### src/rtl/keypad_scanner.sv
// keypad_scanner: 4x4 matrix keypad column scanner with frame-level debounce.
//
// Drives one column low at a time for SCAN_CYCLES clocks and samples the
// synchronized rows on the last dwell cycle. A full frame covers all four
// columns. At the end of each frame the frame result (single key, or none)
// feeds a debounce counter. Once the same result has been seen
// DEBOUNCE_SCANS frames in a row, the outputs update on the following clock.
//
// Ports:
//   clk            system clock
//   reset          asynchronous, active-high reset
//   keyPad_row     [3:0] row lines, active-low
//   keyPad_column  [3:0] column drive, one-hot active-low
//   digit          [3:0] hex code of the debounced key
//   valid          level, high while a debounced key is held
module keypad_scanner #(
  parameter int SCAN_CYCLES    = 100000,
  parameter int DEBOUNCE_SCANS = 4
) (
  input  logic       clk,
  input  logic       reset,
  input  logic [3:0] keyPad_row,
  output logic [3:0] keyPad_column,
  output logic [3:0] digit,
  output logic       valid
);

  localparam int DW = $clog2(SCAN_CYCLES);
  localparam int CW = $clog2(DEBOUNCE_SCANS + 1);
  localparam logic [DW-1:0] LAST_DWELL = DW'(SCAN_CYCLES - 1);
  localparam logic [CW-1:0] DEB_MAX    = CW'(DEBOUNCE_SCANS);

  function automatic logic [3:0] code_of(input logic [1:0] r, input logic [1:0] c);
    logic [3:0] k;
    case ({r, c})
      4'b00_00: k = 4'h1;  4'b00_01: k = 4'h2;  4'b00_10: k = 4'h3;  4'b00_11: k = 4'hA;
      4'b01_00: k = 4'h4;  4'b01_01: k = 4'h5;  4'b01_10: k = 4'h6;  4'b01_11: k = 4'hB;
      4'b10_00: k = 4'h7;  4'b10_01: k = 4'h8;  4'b10_10: k = 4'h9;  4'b10_11: k = 4'hC;
      default:  k = (c == 2'd0) ? 4'h0 : (c == 2'd1) ? 4'hF : (c == 2'd2) ? 4'hE : 4'hD;
    endcase
    return k;
  endfunction

  logic [3:0]    row_s1_q, row_s1_d, row_s2_q, row_s2_d;
  logic [DW-1:0] dwell_q, dwell_d;
  logic [1:0]    col_q, col_d;
  // acc_hits: 0 = nothing seen this frame, 1 = exactly one key, 2 = more than one
  logic [1:0]    acc_hits_q, acc_hits_d;
  logic [3:0]    acc_code_q, acc_code_d;
  logic          cand_key_q, cand_key_d;
  logic [3:0]    cand_code_q, cand_code_d;
  logic [CW-1:0] deb_cnt_q, deb_cnt_d;
  logic          upd_q, upd_d;
  // lock: a rollover was rejected; no key is accepted until a stable none
  logic          lock_q, lock_d;
  logic [3:0]    digit_q, digit_d;
  logic          valid_q, valid_d;

  logic [3:0] row_low;
  logic [2:0] n_low;
  logic [1:0] low_idx;
  logic [1:0] hits_now;
  logic [3:0] code_now;
  logic       last_dwell;
  logic       res_key;
  logic       same_res;

  always_comb begin
    row_low = ~row_s2_q;
    n_low   = '0;
    low_idx = '0;
    for (int i = 0; i < 4; i++) begin
      n_low = n_low + {2'b00, row_low[i]};
      if (row_low[i]) low_idx = 2'(i);
    end

    // Merge this column's sample into the frame accumulator (saturating at 2).
    if (n_low == 3'd0)                           hits_now = acc_hits_q;
    else if (acc_hits_q == 2'd0 && n_low == 3'd1) hits_now = 2'd1;
    else                                          hits_now = 2'd2;
    code_now = (acc_hits_q == 2'd0 && n_low == 3'd1) ? code_of(low_idx, col_q) : acc_code_q;

    last_dwell = (dwell_q == LAST_DWELL);
    res_key    = (hits_now == 2'd1);
    same_res   = (res_key == cand_key_q) && (!res_key || code_now == cand_code_q);

    row_s1_d    = keyPad_row;
    row_s2_d    = row_s1_q;
    dwell_d     = last_dwell ? '0 : dwell_q + DW'(1);
    col_d       = last_dwell ? col_q + 2'd1 : col_q;
    acc_hits_d  = acc_hits_q;
    acc_code_d  = acc_code_q;
    cand_key_d  = cand_key_q;
    cand_code_d = cand_code_q;
    deb_cnt_d   = deb_cnt_q;
    upd_d       = 1'b0;
    lock_d      = lock_q;
    digit_d     = digit_q;
    valid_d     = valid_q;

    if (last_dwell) begin
      if (col_q == 2'd3) begin
        acc_hits_d = 2'd0;
        acc_code_d = 4'h0;
        upd_d      = 1'b1;
        if (same_res) begin
          if (deb_cnt_q != DEB_MAX) deb_cnt_d = deb_cnt_q + CW'(1);
        end else begin
          cand_key_d  = res_key;
          cand_code_d = res_key ? code_now : 4'h0;
          deb_cnt_d   = CW'(1);
        end
      end else begin
        acc_hits_d = hits_now;
        acc_code_d = code_now;
      end
    end

    // Output decision runs one clock after the frame end, on the updated candidate.
    if (upd_q && deb_cnt_q == DEB_MAX) begin
      if (!cand_key_q) begin
        valid_d = 1'b0;
        lock_d  = 1'b0;
      end else if (!valid_q) begin
        if (!lock_q) begin
          digit_d = cand_code_q;
          valid_d = 1'b1;
        end
      end else if (cand_code_q != digit_q) begin
        valid_d = 1'b0;
        lock_d  = 1'b1;
      end
    end
  end

  always_ff @(posedge clk or posedge reset) begin
    if (reset) begin
      row_s1_q    <= 4'b1111;
      row_s2_q    <= 4'b1111;
      dwell_q     <= '0;
      col_q       <= 2'd0;
      acc_hits_q  <= 2'd0;
      acc_code_q  <= 4'h0;
      cand_key_q  <= 1'b0;
      cand_code_q <= 4'h0;
      deb_cnt_q   <= '0;
      upd_q       <= 1'b0;
      lock_q      <= 1'b0;
      digit_q     <= 4'h0;
      valid_q     <= 1'b0;
    end else begin
      row_s1_q    <= row_s1_d;
      row_s2_q    <= row_s2_d;
      dwell_q     <= dwell_d;
      col_q       <= col_d;
      acc_hits_q  <= acc_hits_d;
      acc_code_q  <= acc_code_d;
      cand_key_q  <= cand_key_d;
      cand_code_q <= cand_code_d;
      deb_cnt_q   <= deb_cnt_d;
      upd_q       <= upd_d;
      lock_q      <= lock_d;
      digit_q     <= digit_d;
      valid_q     <= valid_d;
    end
  end

  assign keyPad_column = ~(4'b0001 << col_q);
  assign digit         = digit_q;
  assign valid         = valid_q;

endmodule
### config.mk
export PLATFORM = sky130hd
export DESIGN_NAME = keypad_scanner
export DESIGN_NICKNAME = d
export VERILOG_FILES = /design/src/rtl/keypad_scanner.sv
export SDC_FILE = /design/constraint.sdc
export NUM_CORES = 1
export LEC_CHECK = 0
export ABC_AREA = 1
export BUFFER_PORTS_ARGS = -buffer_cell sky130_fd_sc_hd__buf_2
export CORE_MARGIN = 2
export CORE_UTILIZATION = 40
export CTS_CLUSTER_DIAMETER = 80
export CTS_CLUSTER_SIZE = 10
export DETAILED_ROUTE_END_ITERATION = 10
export SYNTH_ARGS = -nofsm -noshare
export SYNTH_HDL_FRONTEND = slang
export SYNTH_SLANG_ARGS = --single-unit
### constraint.sdc
create_clock -name clk -period 2.95 [get_ports clk]
set_input_delay 0.4425 -clock clk [delete_from_list [all_inputs] [get_ports clk]]
set_output_delay 0.4425 -clock clk [all_outputs]
set_load 0.01 [all_outputs]
==> impl_summary.txt <==
----------------------------------------------------
[Setup path]
  Largest stage delay on the critical path ... 0.57 ns
  Classification of the worst setup path ... reg -> reg
  Worst flop-to-flop path startpoint ... row_s2_q[3]
  Worst endpoint data arrival time ... 3.01 ns
  Length in cells of the worst reg-to-reg path ... 14
  Critical path required time ... 3.16 ns
  Max stage delay cell, worst path ... dfstp_2
  Critical Path Source ... row_s2_q[3]
  Kind of start point of the critical path ... register
  Kind of end point of the critical path ... register
  Peak fanout along the critical path ... 7
  Reg-to-reg setup timing slack ... 0.15 ns
  Worst R2R End ... cand_key_q
  Cell chain of the critical path ... fa_1 -> inv_1 -> ha_1 -> ha_1 -> nor3_2 -> nand3_1 -> a21oi_1 -> nor2_2 -> nand2_1 -> nor2_2 -> nand2_2 -> nand3_2 -> nand2_1 -> o21ai_2

[Floorplanning]
  Die width ... 84.7 um
  Floorplan row count ... 29
  Height of the chip ... 84.7 um
  Initial core utilization ... 41.2%
  Placeable Area ... 6310 sq um
  Total die area ... 7170 sq um
  Number of primary I/O pins ... 15

[Job]
  Max-capacitance violation count ... 0

[CTS]
  Depth of the CTS H-tree ... 2
  Clock root buffer ... clkbuf_8
  Clock tree from TritonCTS ... built
  Largest buffer count on any clock path ... 2
  Clk_lat worst skew ... 0.31 ns
  CTS sink cnt ... 48
  Clock buffer count from CTS ... 5
  Clock Pin Slew Worst Setup and Hold Paths ... 0.09 ns

[Synth]
  Synth async-reset ratio ... 100%
  Cell count after synthesis ... 318
  Synth top area cells ... dfrtp_1 38%, nand2_1 11%, dfstp_2 8.1%, inv_1 7.1%, ha_1 4.3%
  Number of synthesized register bits ... 48
  Count of warnings emitted by yosys ... 0
  Post-synth EDFFs ... 0
  Cell area after synthesis ... 2600 sq um
  Dominant cell type by area after synthesis ... dfrtp_1
  Commonest register cell after synthesis ... dfrtp_1
  Most numerous cell types in the synthesized netlist ... 74 x nand2_1, 49 x inv_1, 40 x dfrtp_1
  Synthesized area per cell ... 8.19 sq um
  Most frequent cell after synthesis ... nand2_1
  Count of different cell masters after synthesis ... 35
  Post-synth top area share ... 38.4%
  Portion of the post-synthesis area used by sequential elements ... 46.5%
  Nets in the synthesized netlist ... 334

[Cells and area]
  Ratio of cells with drive above 1 in the final layout ... 19.4%
  Synth-to-layout area growth ... 11.7%
  Post-route insts no fill ... 423
  Number of filler cells placed in the layout ... 602
  Number of nets at the end of the flow ... 361
  Number of antenna diodes ... 0

[Power]
  Lkg Pwr ... 1.49 nW
  Pwr dens ... 421 nW/um^2
  Worst IR drop on VDD ... 0.000301 V
  Post-layout power ... 1.22 mW

[Timing]
  Setup Viol. Count Final ... 0
  Tcrit/Tclk final ... 95.0%
  Clock skew ... 0.0115 ns
  Total count of hold-check failures in the final report ... 0
  Minimum clock period after layout ... 2.80 ns
  Summed negative setup slack over all endpoints ... 0 ns
  Smallest hold slack ... 0.232 ns
  Worst slew margin ... 35.6%
  Worst Tran Pin Value ... 0.964 ns
  Top achievable clock speed ... 357 MHz
  Number of max-slew violations in the final report ... 0

[Placement]
  Cells after DPL ... 409
  Routability Congestion ... 0.821
  HPWL after DPL ... 3520 um
  Quantity of I/O buffers inserted on ports ... 14

[Worst hold path]
  Cell count of the worst hold path ... 1
  Kind of path behind the tightest hold check ... in -> reg
  Endpoint with the worst hold slack ... row_s1_q[1]
  Critical hold path startpoint ... keyPad_row[1]

[Global routing]
  Pin count of the biggest net entering global routing ... 49
  First-pass GRT wire length ... 8420 um
  Antenna violations before repair ... 0
  Number of global-route vias before repair ... 1848
  GRT Overall Usage ... 14.5%
  Total congestion overflow ... 0

[Routing]
  Via count ... 2034
  Total length of routed wires ... 4740 um
  Routed len/inst ... 11.2 um
  Pre-Repair DR Iteration Count ... 4
  Final antenna-violating net count ... 0
  Starting DRT DRC Count ... 78
  Via density per instance ... 4.81
  Post-route DRC violation count ... 0

[Outcome]
  Run status ... completed

----------------------------------------------------
==> metrics by stage <==
stage / area [sq um] / utilization, % / setup WS, ns
floorplan: 2600 / - / 0.242
global placement: 2760 / 43.7 / 0.141
detailed placement: 2760 / 43.7 / -0.000292
CTS: 2850 / 45.2 / 0.0667
global route: 2910 / 46.1 / -0.0211
finish: 2910 / 46.1 / 0.148
==> repair_timing <==
item                       in CTS  in global routing
pin swaps                       0                  2
cloned                          0                  1
hold buffers                    0                  0
resized for setup               2                  3
setup buffers                   0                  5
setup endpoints to repair       1                  8
==> metal layers <==
layer,wire length [um],vias up,global-route usage [%]
li1,-,1076,-
met1,2330,926,19.9
met2,2210,26,22.5
met3,135,6,3.54
met4,66,0,5.19
met5,0,-,0
==> kinds of logic (layout without fill, tap and decap cells) <==
logic type	after synthesis	in the layout	share of synthesized area (%)
compound gates	38	38	8.46
simple gates	158	159	28.2
mux	1	1	0.432
flops	48	48	46.5
fa+ha+maj	10	10	5.09
xor+xnor	8	8	2.69
buf+inv	55	82	8.65
==> sequential cells by signal (all words and copies together), names as in the netlist, 2 cells and up <==
name and cells:
acc_code_q 4, acc_hits_q 2, cand_code_q 4, col_q 2, deb_cnt_q 3, digit 4, dwell_q 17, row_s1_q 4
row_s2_q 4
==> worst max-delay path: cells and delay by family, from the launching register on <==
| kind | cells | cell delay [ns] |
|---|---|---|
| flops | 1 | 0.57 |
| compound gates | 2 | 0.28 |
| buf+inv | 1 | 0.07 |
| fa+ha+maj | 3 | 0.80 |
| simple gates | 8 | 0.99 |
==> power by group <==
group	total (mW)	internal, mW	switching (mW)
Combinational	0.141	0.0556	0.0854
Sequential	0.671	0.668	0.00387
Clock	0.412	0.192	0.220
==> worst max-delay path by stage <==
stage	endpoint	slack [ns]
6_report	cand_key_q	0.15
5_1_grt	deb_cnt_q[0]	-0.02
4_1_cts	deb_cnt_q[0]	0.07
3_5_place_dp	deb_cnt_q[0]	-0.0003
3_3_place_gp	deb_cnt_q[0]	0.14
2_1_floorplan	deb_cnt_q[2]	0.24
==> area by class of cell <==
class	count	area, sq um	share of cell area, %
clock inverter	1	8.76	0.301
inverter	53	199	6.84
sequential	48	1210	41.6
timing repair buffer	21	123	4.22
tap	77	96.3	3.31
multi-input combinational	216	1180	40.7
clock buffer	7	86.3	2.97
==> placed cells by master, fill, tap and decap left out <==
cell type,synthesis,layout
nor3_2,1,1
a22oi_1,1,1
buf_2,0,14
o21ai_2,4,6
mux2_2,1,1
nor4_1,5,5
xor2_1,7,7
o21ai_1,2,2
ha_1,9,9
a21oi_1,9,9
inv_1,49,47
fa_1,1,1
o22ai_1,2,2
or2_2,2,2
clkbuf_1,0,1
nand3_4,1,1
dfrtp_1,40,40
nor2_1,28,28
o21ai_0,17,15
clkinv_4,0,1
xnor2_1,1,1
buf_4,0,7
nand3_2,1,2
o31ai_1,1,1
nand3b_4,1,1
o21ba_2,1,1
nand4_1,6,6
and3_1,2,2
nor2_2,8,8
inv_2,3,5
o211ai_1,1,1
dfstp_2,8,8
clkbuf_8,0,6
nand3_1,22,22
nand2_1,74,74
nor3_1,4,4
nand2_2,3,3
clkinv_1,1,1
Note: power is estimated with default switching activity, not from simulation.
